## src/rtl/apb_reg_bank_pkg.sv

```systemverilog
`default_nettype none
// ============================================================================
// Module      : apb_reg_bank_pkg
// Description : Shared types and constants for the APB register bank:
//               handshake FSM state, address decode result, register
//               stride, wait-counter width and a byte-lane merge helper.
// Ports       : none (package)
// Revision    : 1.0 - initial release
// ============================================================================
package apb_reg_bank_pkg;

   // Byte distance between consecutive registers.
   localparam int REG_STRIDE = 4;

   // Width of the wait-state counter (supports 0..15 wait states).
   localparam int WAIT_CNT_W = 4;

   typedef enum logic [0:0] {
      IDLE   = 1'b0,
      ACCESS = 1'b1
   } fsm_state_t;

   typedef enum logic [1:0] {
      OK      = 2'd0,
      DEC_ERR = 2'd1,
      RO_ERR  = 2'd2
   } dec_result_t;

   // Replace the byte lanes of cur selected by strb with the matching
   // lanes of wdata. Callers narrower than 32 bits zero-extend in and
   // truncate out, so strobe bits above the register width drop away.
   function automatic logic [31:0] merge_bytes(
      input logic [31:0] cur,
      input logic [31:0] wdata,
      input logic [3:0]  strb
   );
      logic [31:0] res;
      res = cur;
      for (int k = 0; k < 4; k++) begin
         if (strb[k]) begin
            res[8*k +: 8] = wdata[8*k +: 8];
         end
      end
      return res;
   endfunction

endpackage
`default_nettype wire

```

## src/rtl/apb_slave_fsm.sv

```systemverilog
`default_nettype none
// ============================================================================
// Module      : apb_slave_fsm
// Description : APB slave handshake engine. Tracks SETUP/ACCESS phases,
//               inserts WAIT_STATES extra access cycles, abandons the
//               transfer when psel drops, and raises pready for exactly
//               one cycle when the transfer completes. That pready cycle
//               doubles as the completion strobe for the register bank.
// Ports       : i_clk      - clock
//               i_rst      - synchronous active-high reset
//               i_psel     - APB select
//               i_penable  - APB enable
//               o_pready   - transfer complete (one-cycle strobe)
// Revision    : 1.0 - initial release
// ============================================================================
module apb_slave_fsm
   import apb_reg_bank_pkg::*;
#(
   parameter int WAIT_STATES = 0
)
(
   input  logic i_clk,
   input  logic i_rst,
   input  logic i_psel,
   input  logic i_penable,
   output logic o_pready
);

   fsm_state_t              r_state;
   fsm_state_t              w_state_nxt;
   logic [WAIT_CNT_W-1:0]   r_wait;
   logic [WAIT_CNT_W-1:0]   w_wait_nxt;
   logic                    w_ready;

   always_ff @(posedge i_clk) begin
      if (i_rst) begin
         r_state <= IDLE;
         r_wait  <= '0;
      end else begin
         r_state <= w_state_nxt;
         r_wait  <= w_wait_nxt;
      end
   end

   always_comb begin
      w_state_nxt = r_state;
      w_wait_nxt  = r_wait;
      w_ready     = 1'b0;
      case (r_state)
         IDLE: begin
            if (i_psel && !i_penable) begin
               w_state_nxt = ACCESS;
               w_wait_nxt  = WAIT_CNT_W'(WAIT_STATES);
            end
         end
         ACCESS: begin
            if (!i_psel) begin
               // Master abandoned the transfer: nothing completes.
               w_state_nxt = IDLE;
               w_wait_nxt  = '0;
            end else if (r_wait == '0) begin
               if (i_penable) begin
                  w_ready     = 1'b1;
                  w_state_nxt = IDLE;
               end
            end else begin
               w_wait_nxt = r_wait - WAIT_CNT_W'(1);
            end
         end
         default: begin
            w_state_nxt = IDLE;
            w_wait_nxt  = '0;
         end
      endcase
   end

   // A reset arriving in what would be the completion cycle must kill the
   // strobe, otherwise the bank would commit a write while being reset.
   assign o_pready = w_ready && !i_rst;

endmodule
`default_nettype wire

```

## src/rtl/apb_reg_bank.sv

```systemverilog
`default_nettype none
// ============================================================================
// Module      : apb_reg_bank
// Description : Parametrised APB slave register bank. NUM_REGS registers
//               at BASE_ADDR + 4*i, each read/write or read-only (RO_MASK).
//               Supports wait states, byte strobes, pslverr on decode or
//               read-only write errors, and per-register write pulses.
//               Optional macro APB_REG_BANK_SHADOW_EN: writes land in a
//               shadow copy that is transferred to data_system_o on
//               commit_i (with write bypass in the commit cycle).
// Ports       : pclk          - clock
//               reset         - synchronous active-high reset
//               psel/penable/pwrite/paddr/pwdata/pstrb - APB request
//               pready/pslverr/prdata                  - APB response
//               status_i      - read values for read-only registers
//               commit_i      - shadow commit pulse (shadow build only)
//               data_system_o - register contents to system logic
//               wr_pulse_o    - one-cycle pulse after a write to reg i
// Revision    : 1.0 - initial release
// ============================================================================
module apb_reg_bank
   import apb_reg_bank_pkg::*;
#(
   parameter int                                       NUM_REGS          = 8,
   parameter int                                       DATA_BUS_WIDTH    = 32,
   parameter int                                       ADDRESS_BUS_WIDTH = 16,
   parameter logic [ADDRESS_BUS_WIDTH-1:0]             BASE_ADDR         = '0,
   parameter logic [NUM_REGS*DATA_BUS_WIDTH-1:0]       RESET_VALUES      = '0,
   parameter logic [NUM_REGS-1:0]                      RO_MASK           = '0,
   parameter int                                       WAIT_STATES       = 0
)
(
   input  logic                                 pclk,
   input  logic                                 reset,
   input  logic                                 psel,
   input  logic                                 penable,
   input  logic                                 pwrite,
   input  logic [ADDRESS_BUS_WIDTH-1:0]         paddr,
   input  logic [31:0]                          pwdata,
   input  logic [3:0]                           pstrb,
   output logic                                 pready,
   output logic                                 pslverr,
   output logic [31:0]                          prdata,
   input  logic [NUM_REGS*DATA_BUS_WIDTH-1:0]   status_i,
   input  logic                                 commit_i,
   output logic [NUM_REGS*DATA_BUS_WIDTH-1:0]   data_system_o,
   output logic [NUM_REGS-1:0]                  wr_pulse_o
);

   localparam int DW    = DATA_BUS_WIDTH;
   localparam int AW    = ADDRESS_BUS_WIDTH;
   localparam int IDX_W = (NUM_REGS > 1) ? $clog2(NUM_REGS) : 1;

   logic                  w_pready;
   logic [AW-1:0]         w_off;
   logic [AW-1:0]         w_idx_full;
   logic [IDX_W-1:0]      w_idx;
   logic                  w_ro_sel;
   dec_result_t           w_dec;
   logic                  w_write;
   logic [DW-1:0]         w_rd_reg;
   logic [NUM_REGS-1:0]   w_wr_vec;
   logic [NUM_REGS-1:0]   r_wr_pulse;
   logic [DW-1:0]         w_live   [NUM_REGS];
   logic [DW-1:0]         w_rd_src [NUM_REGS];

   apb_slave_fsm #(
      .WAIT_STATES (WAIT_STATES)
   ) u_fsm (
      .i_clk     (pclk),
      .i_rst     (reset),
      .i_psel    (psel),
      .i_penable (penable),
      .o_pready  (w_pready)
   );

   // ---------------------------------------------------------------------
   // Address decode. The offset wraps when paddr < BASE_ADDR, so that case
   // is flagged explicitly rather than relying on the range check.
   // ---------------------------------------------------------------------
   assign w_off      = paddr - BASE_ADDR;
   assign w_idx_full = w_off >> $clog2(REG_STRIDE);
   assign w_idx      = w_idx_full[IDX_W-1:0];

   // Index lookup written as a compare loop so that indices beyond
   // NUM_REGS (non power-of-two banks) never select a missing element.
   always_comb begin
      w_ro_sel = 1'b0;
      w_rd_reg = '0;
      for (int i = 0; i < NUM_REGS; i++) begin
         if (w_idx == IDX_W'(i)) begin
            w_ro_sel = RO_MASK[i];
            w_rd_reg = RO_MASK[i] ? status_i[i*DW +: DW] : w_rd_src[i];
         end
      end
   end

   always_comb begin
      w_dec = OK;
      if ((paddr < BASE_ADDR) || (paddr[1:0] != 2'b00) ||
          (w_idx_full >= AW'(NUM_REGS))) begin
         w_dec = DEC_ERR;
      end else if (pwrite && w_ro_sel) begin
         w_dec = RO_ERR;
      end
   end

   assign w_write = w_pready && pwrite && (w_dec == OK);

   always_comb begin
      w_wr_vec = '0;
      for (int i = 0; i < NUM_REGS; i++) begin
         w_wr_vec[i] = w_write && (w_idx == IDX_W'(i));
      end
   end

   always_ff @(posedge pclk) begin
      if (reset) begin
         r_wr_pulse <= '0;
      end else begin
         r_wr_pulse <= w_wr_vec;
      end
   end

   // ---------------------------------------------------------------------
   // Register storage
   // ---------------------------------------------------------------------
   for (genvar i = 0; i < NUM_REGS; i++) begin : g_reg
      localparam logic [DW-1:0] RST_VAL = RESET_VALUES[i*DW +: DW];

      if (RO_MASK[i]) begin : g_ro
         // Read-only: the system sees the reset constant; reads use status_i.
         assign w_live[i]   = RST_VAL;
         assign w_rd_src[i] = RST_VAL;
      end else begin : g_rw
         logic [DW-1:0] r_live;
         logic [DW-1:0] w_merged;
`ifdef APB_REG_BANK_SHADOW_EN
         logic [DW-1:0] r_shadow;

         assign w_merged = DW'(merge_bytes(32'(r_shadow), pwdata, pstrb));

         always_ff @(posedge pclk) begin
            if (reset) begin
               r_shadow <= RST_VAL;
               r_live   <= RST_VAL;
            end else begin
               if (w_wr_vec[i]) begin
                  r_shadow <= w_merged;
               end
               // A write landing in the commit cycle goes straight through.
               if (commit_i) begin
                  r_live <= w_wr_vec[i] ? w_merged : r_shadow;
               end
            end
         end

         assign w_rd_src[i] = r_shadow;
`else
         assign w_merged = DW'(merge_bytes(32'(r_live), pwdata, pstrb));

         always_ff @(posedge pclk) begin
            if (reset) begin
               r_live <= RST_VAL;
            end else if (w_wr_vec[i]) begin
               r_live <= w_merged;
            end
         end

         assign w_rd_src[i] = r_live;
`endif
         assign w_live[i] = r_live;
      end

      assign data_system_o[i*DW +: DW] = w_live[i];
   end : g_reg

`ifndef APB_REG_BANK_SHADOW_EN
   // commit_i only has meaning in the shadow build.
   logic w_unused;
   assign w_unused = commit_i;
`endif

   // ---------------------------------------------------------------------
   // APB response
   // ---------------------------------------------------------------------
   assign pready     = w_pready;
   assign pslverr    = w_pready && (w_dec != OK);
   assign prdata     = (w_pready && !pwrite && (w_dec == OK)) ? 32'(w_rd_reg) : 32'h0;
   assign wr_pulse_o = r_wr_pulse;

endmodule
`default_nettype wire

```

## config.mk

```make
export PLATFORM = sky130hd
export DESIGN_NAME = apb_reg_bank
export DESIGN_NICKNAME = d
export VERILOG_FILES = /design/src/rtl/apb_reg_bank_pkg.sv /design/src/rtl/apb_slave_fsm.sv /design/src/rtl/apb_reg_bank.sv
export SDC_FILE = /design/constraint.sdc
export NUM_CORES = 1
export LEC_CHECK = 0
export BUFFER_PORTS_ARGS = -buffer_cell sky130_fd_sc_hd__buf_2
export CORE_AREA = 2 2 238 240
export DETAILED_ROUTE_END_ITERATION = 6
export DIE_AREA = 0 0 240 242
export PLACE_DENSITY = 0.49
export SETUP_SLACK_MARGIN = 0.3
export SLEW_MARGIN = 40
export SYNTH_ARGS = -nofsm -noshare
export SYNTH_HDL_FRONTEND = slang
export SYNTH_SLANG_ARGS = --single-unit
```

## constraint.sdc

```tcl
create_clock -name pclk -period 3 [get_ports pclk]
set_clock_uncertainty 0.15 [all_clocks]
set_input_delay 0.6 -clock pclk [delete_from_list [all_inputs] [get_ports pclk]]
set_output_delay 0.6 -clock pclk [all_outputs]
set_load 0.01 [all_outputs]
```

Word level (Yosys, flattened, before mapping)
Cells that the tools add are included.
- reduce and logical (&&, ||, !) cells: 58
- add/subtract/negate cells: 1
- multiplexer cells: 23
- $lt $le $gt $ge: 2
- eq/ne operators: 9
- bitwise gates (word level): 1
- operator list (operator ; count):
    $mux 32 ; 9
    $reduce_and 2->1 ; 33
    $lt 16x1->1 const B ; 1
    $logic_and 1x1->1 ; 15
    $ge 14x4->1 const B ; 1
    $eq 3x3->1 const B ; 4
    $mux 4 ; 3
    $mux 1 ; 9
    $pmux 4 s2 ; 1
    $eq 3x2->1 const B ; 2
    $logic_not 4->1 ; 1
    $reduce_bool 2->1 ; 2
    $sub 4x1->4 const B ; 1
    $eq 3x1->1 const B ; 1
    $logic_not 1->1 ; 3
    $logic_not 3->1 ; 1
    $ne 3x3->1 const B ; 1
    $logic_not 2->1 ; 1
    $logic_or 1x1->1 ; 2
    $ne 2x1->1 const B ; 1
    $pmux 1 s2 ; 1
    $not 1->1 ; 1
- register bits: 269
- word-level logic and storage cells: 129

Logic depth before layout (Yosys ltp)
- depth after elaboration: 10
- mapped depth: 10
- gate-level depth less buffers: 8

Cells and area by module
From an unflattened synthesis, not the netlist that was laid out.
- cells, all modules: 1221
- area total of the unflattened synthesis: 12947.4 µm²
- modules (own cells, without submodules) (module ; times used ; cells each ; area an instance (µm²)):
    apb_reg_bank ; 1 ; 1189 ; 12663.4
    apb_slave_fsm ; 1 ; 32 ; 284.0

Worst setup path after synthesis
No wires, ideal clock.
- path type: input to output
- start point: in paddr[3]
- end point: out prdata[11]
- arrival: 2241 ps
- stages on the path: 8
- setup slack: 9 ps
- cell sequence: buf_2 > and3b_1 > buf_2 > buf_1 > nor4_1 > a221oi_1 > a22oi_1 > a211oi_1
- longest elaborated chain between the ends: 10
- elaborated cells between the ends (all ways): 24
- ends and longest elaborated chain (element ; RTL line ; text):
    from (decl) ; apb_reg_bank.sv:38 ; input logic [ADDRESS_BUS_WIDTH-1:0] paddr,
    parallel branches: the longest is 9 deep, another holds $lt 16x1->1 ; -- ;
    $mux 32 * ; apb_reg_bank.sv:189 ; assign prdata = (w_pready && !pwrite && (w_dec == OK)) ? 32'(w_rd_reg) : 32'h0;
    to (decl) ; apb_reg_bank.sv:43 ; output logic [31:0] prdata,
Every way passes the cells marked *.

Worst setup path in the final report
- start point: reg u_fsm.r_wait[0]
- end point: reg u_fsm.r_wait[0]
- longest elaborated chain between the ends: 4
- elaborated cells between the ends (all ways): 7
- ends and longest elaborated chain (element ; RTL line ; text):
    from (decl) ; apb_slave_fsm.sv:31 ; logic [WAIT_CNT_W-1:0] r_wait;
    from (signal assigned) ; apb_slave_fsm.sv:41 ; r_wait <= w_wait_nxt;
    $sub 4x1->4 ; apb_slave_fsm.sv:67 ; w_wait_nxt = r_wait - WAIT_CNT_W'(1);
    $mux 4 ; apb_slave_fsm.sv:61 ; end else if (r_wait == '0) begin
    $mux 4 ; apb_slave_fsm.sv:57 ; if (!i_psel) begin
    $pmux 4 s2 ; apb_slave_fsm.sv:49 ; case (r_state)
Parallel ways exist; a longest one is shown, timed or not. The select of a mux whose other input is x is not followed.
A chain may end at the register's enable or synchronous reset.

==> metrics.csv <==
metric,value,unit
outcome,"complete, but fails checks",
violations,setup timing,
netlist_area,0.0131,mm²
via_per_inst,4.93,
crit_slowest_cell,dfxtp_2,
max_freq,282,MHz
coreArea,0.0557,mm²
yosys_warnings,0,
rows,87,
die_y,242,µm
drtIter0Drc,1178,
gp_congestion,0.804,
htreeDepth,2,
synth_cells,1656,
die_w,240,µm
worst_slack,-0.543,ns
grt_use_total,20.2,%
cp_data_arrival_time,3.81,ns
drc,0,
synthDistinctLibCells,43,
required,3.27,ns
clock_path_buffers,3,
numPortBuffers,354,
cts_hold_buffers,0,
grt_pass1_wl,88300,µm
ant_nets,0,
path_common_cell,buf_4,
tightest_slew,0.703,ns
min_period_over_period,118,%
totalWireLength,60600,µm
fill_cells,5962,
slew_headroom,53.2,%
critPathCaptureType,flop,
drv_slew,0,
ys_seq_area_share,41.1,%
final_nets,2376,
grt_antenna_before_repair,2,
syn_nets,1971,
fin_crit,3.54,ns
final-hold-violation-count,0,
io_pins,612,
postSynthAreaPerCell,7.91,µm²
initial_core_util,23.5,%
cp_top_family,buffers and inverters,
clk_pin_slew,0.06,ns
ir_drop,0.313,mV
fin_hold_ws,0.112,ns
min_path_type,in -> reg,
grt-ovfl-total,0,
first_pass_iters,6,
cts.sink_count,269,
critical_path.max_fanout,2,
die_area,0.0581,mm²
utilization,33.3,%
leakage,8.04,nW
pre_cts_ws,-0.315,ns
ys_seq_elements,269,
clk_latency,0.55,ns
cts_root_buf,clkbuf_16,
setup_viol,33,
hpwl,42100,µm
drive_above_1_share,33.8,%
cts-buffers-inserted,35,
cp_num_buf_inv,24,
rsz0062_at_grt,true,
cp_slowest_stage_delay,0.34,ns
grt_pass1_vias,13400,
p_per_area,451,mW/mm²
startpoint_type,flop,
worstSetupPathType,reg -> reg,
grt_start_max_net_pins,177,
vias,14000,
cts_tree,done,
maxCapViolCount,0,
area_delta_synth_final,41.8,%
wire_per_inst,21.3,µm
## registers in the layout, summed over array words and instances, names as in the netlist
register / count
u_fsm.r_wait: 4
g.g_rw.r_live: 256
u_fsm.r_state: 1
wr_pulse_o: 8
## area by class of cell
cell class	count	area [µm²]	area share (%)
Multi-Input combinational cell	1207	7520	40.5
Sequential cell	269	5390	29.0
Clock inverter	10	72.6	0.391
Clock buffer	50	1020	5.50
Antenna cell	1	2.50	0.0135
Timing Repair Buffer	543	3610	19.4
Inverter	5	21.3	0.114
Tap cell	756	946	5.09
## repair_timing
| item | CTS | global route |
|---|---|---|
| setup endpoints to repair | 112 | 55 |
| setup buffers | 23 | 1 |
| pin swaps | 3 | 6 |
| gates resized for setup | 18 | 20 |
| cloned | 2 | 1 |
## layer usage
layer  wire, µm  GRT usage (%)  vias to the layer above  part of all wire [%]
met1      26100           26.7                     6767                    43
met2      28600           33.2                      555                    47
li1           -              -                     6567                     -
met4       1850           7.16                        4                   3.1
met3       4000           3.21                      102                   6.6
met5         23              0                        -                 0.038
## logic make-up (layout without fill, tap and decap cells)
kind of cell,after synthesis,after routing,share of synthesized area [%]
AOI/OAI and AO/OA,356,356,15.6
and+or+nand+nor,778,778,31.8
xor gates and xnor gates,3,3,0.201
other,0,1,0
muxes,69,69,5.41
adders and majority gates,1,1,0.0955
buffers and inverters,180,608,5.76
DFF,269,269,41.1
## final timing paths
| check | startpoint | to | slack (ns) | cells after the start |
|---|---|---|---|---|
| worst max register to register | u_fsm.r_wait[0]$_SDFFE_PP0P_ | u_fsm.r_wait[0]$_SDFFE_PP0P_ | -0.54 | 26 |
| worst min register to register | g_reg[5].g_rw.r_live[7]$_SDFFE_PP0P_ | g_reg[5].g_rw.r_live[7]$_SDFFE_PP0P_ | 0.31 | 2 |
| worst max-delay path | u_fsm.r_wait[0]$_SDFFE_PP0P_ | u_fsm.r_wait[0]$_SDFFE_PP0P_ | -0.54 | 26 |
| worst min-delay path | penable | u_fsm.r_state$_SDFF_PP0_ | 0.11 | 2 |
## placed cells by master (no fill, tap or decap), drive strengths merged, types with 5 or more instances in the layout
cell type    n
a211oi      32
a21oi      228
a221oi      27
a22oi       28
and3b       28
and4b       27
buf        541
clkbuf      52
dfxtp      269
inv          8
mux2         5
mux2i       63
nand2      471
nand4        5
nor2       112
nor4        58
nor4bb      27
o21ai       35
o22ai        5
or4         29
## synthesized netlist by cell type
library cell / n / share of area, %
o21ai_0: 35 / 1.3
buf_12: 1 / 0.15
mux4_2: 1 / 0.17
nor4_4: 28 / 4.5
mux2_2: 5 / 0.43
nand2_2: 2 / 0.095
dfxtp_1: 269 / 41
nor2b_1: 4 / 0.19
a211oi_1: 32 / 1.8
nor3_1: 1 / 0.038
xnor2_1: 3 / 0.20
a22oi_1: 28 / 1.6
or4_4: 2 / 0.17
a221oi_1: 27 / 1.8
and4_1: 1 / 0.067
a21oi_1: 228 / 8.7
buf_1: 5 / 0.14
and4b_1: 27 / 2.1
buf_2: 20 / 0.76
o21bai_1: 1 / 0.057
o22ai_1: 5 / 0.24
or2_1: 1 / 0.048
clkbuf_1: 141 / 4.0
nand3_1: 2 / 0.076
and3b_1: 28 / 1.9
nor4_1: 28 / 1.3
nand4_2: 1 / 0.095
nand2b_1: 4 / 0.19
nor4bb_1: 27 / 2.1
mux2i_1: 63 / 4.8
buf_4: 6 / 0.34
inv_1: 5 / 0.14
ha_1: 1 / 0.095
nand2_1: 469 / 13
nor3b_1: 1 / 0.057
or4_1: 27 / 1.5
nor4_2: 2 / 0.19
nand4_1: 4 / 0.19
nor2_1: 112 / 3.2
and2_1: 3 / 0.14
or3b_1: 1 / 0.067
or3_1: 3 / 0.14
buf_6: 2 / 0.17
## report_power, final
part / switching, W / internal [W]
registers: 0.00000667 / 0.00358
logic: 0.000461 / 0.000284
clock network: 0.00168 / 0.00237
## through the flow
stage / std cells / area [µm²] / power, W / setup TNS, ns
global placement: 2752 / 17000 / 0.00433 / -5.58
global route: 2840 / 18600 / 0.00869 / -18.72
finish: 2841 / 18600 / 0.00839 / -14.76
detailed placement: 2752 / 17000 / 0.00433 / -5.84
CTS: 2837 / 18400 / 0.00850 / -15.86
floorplan: 1656 / 13700 / 0.00406 / 0
Power figures use the tool's default switching activity.
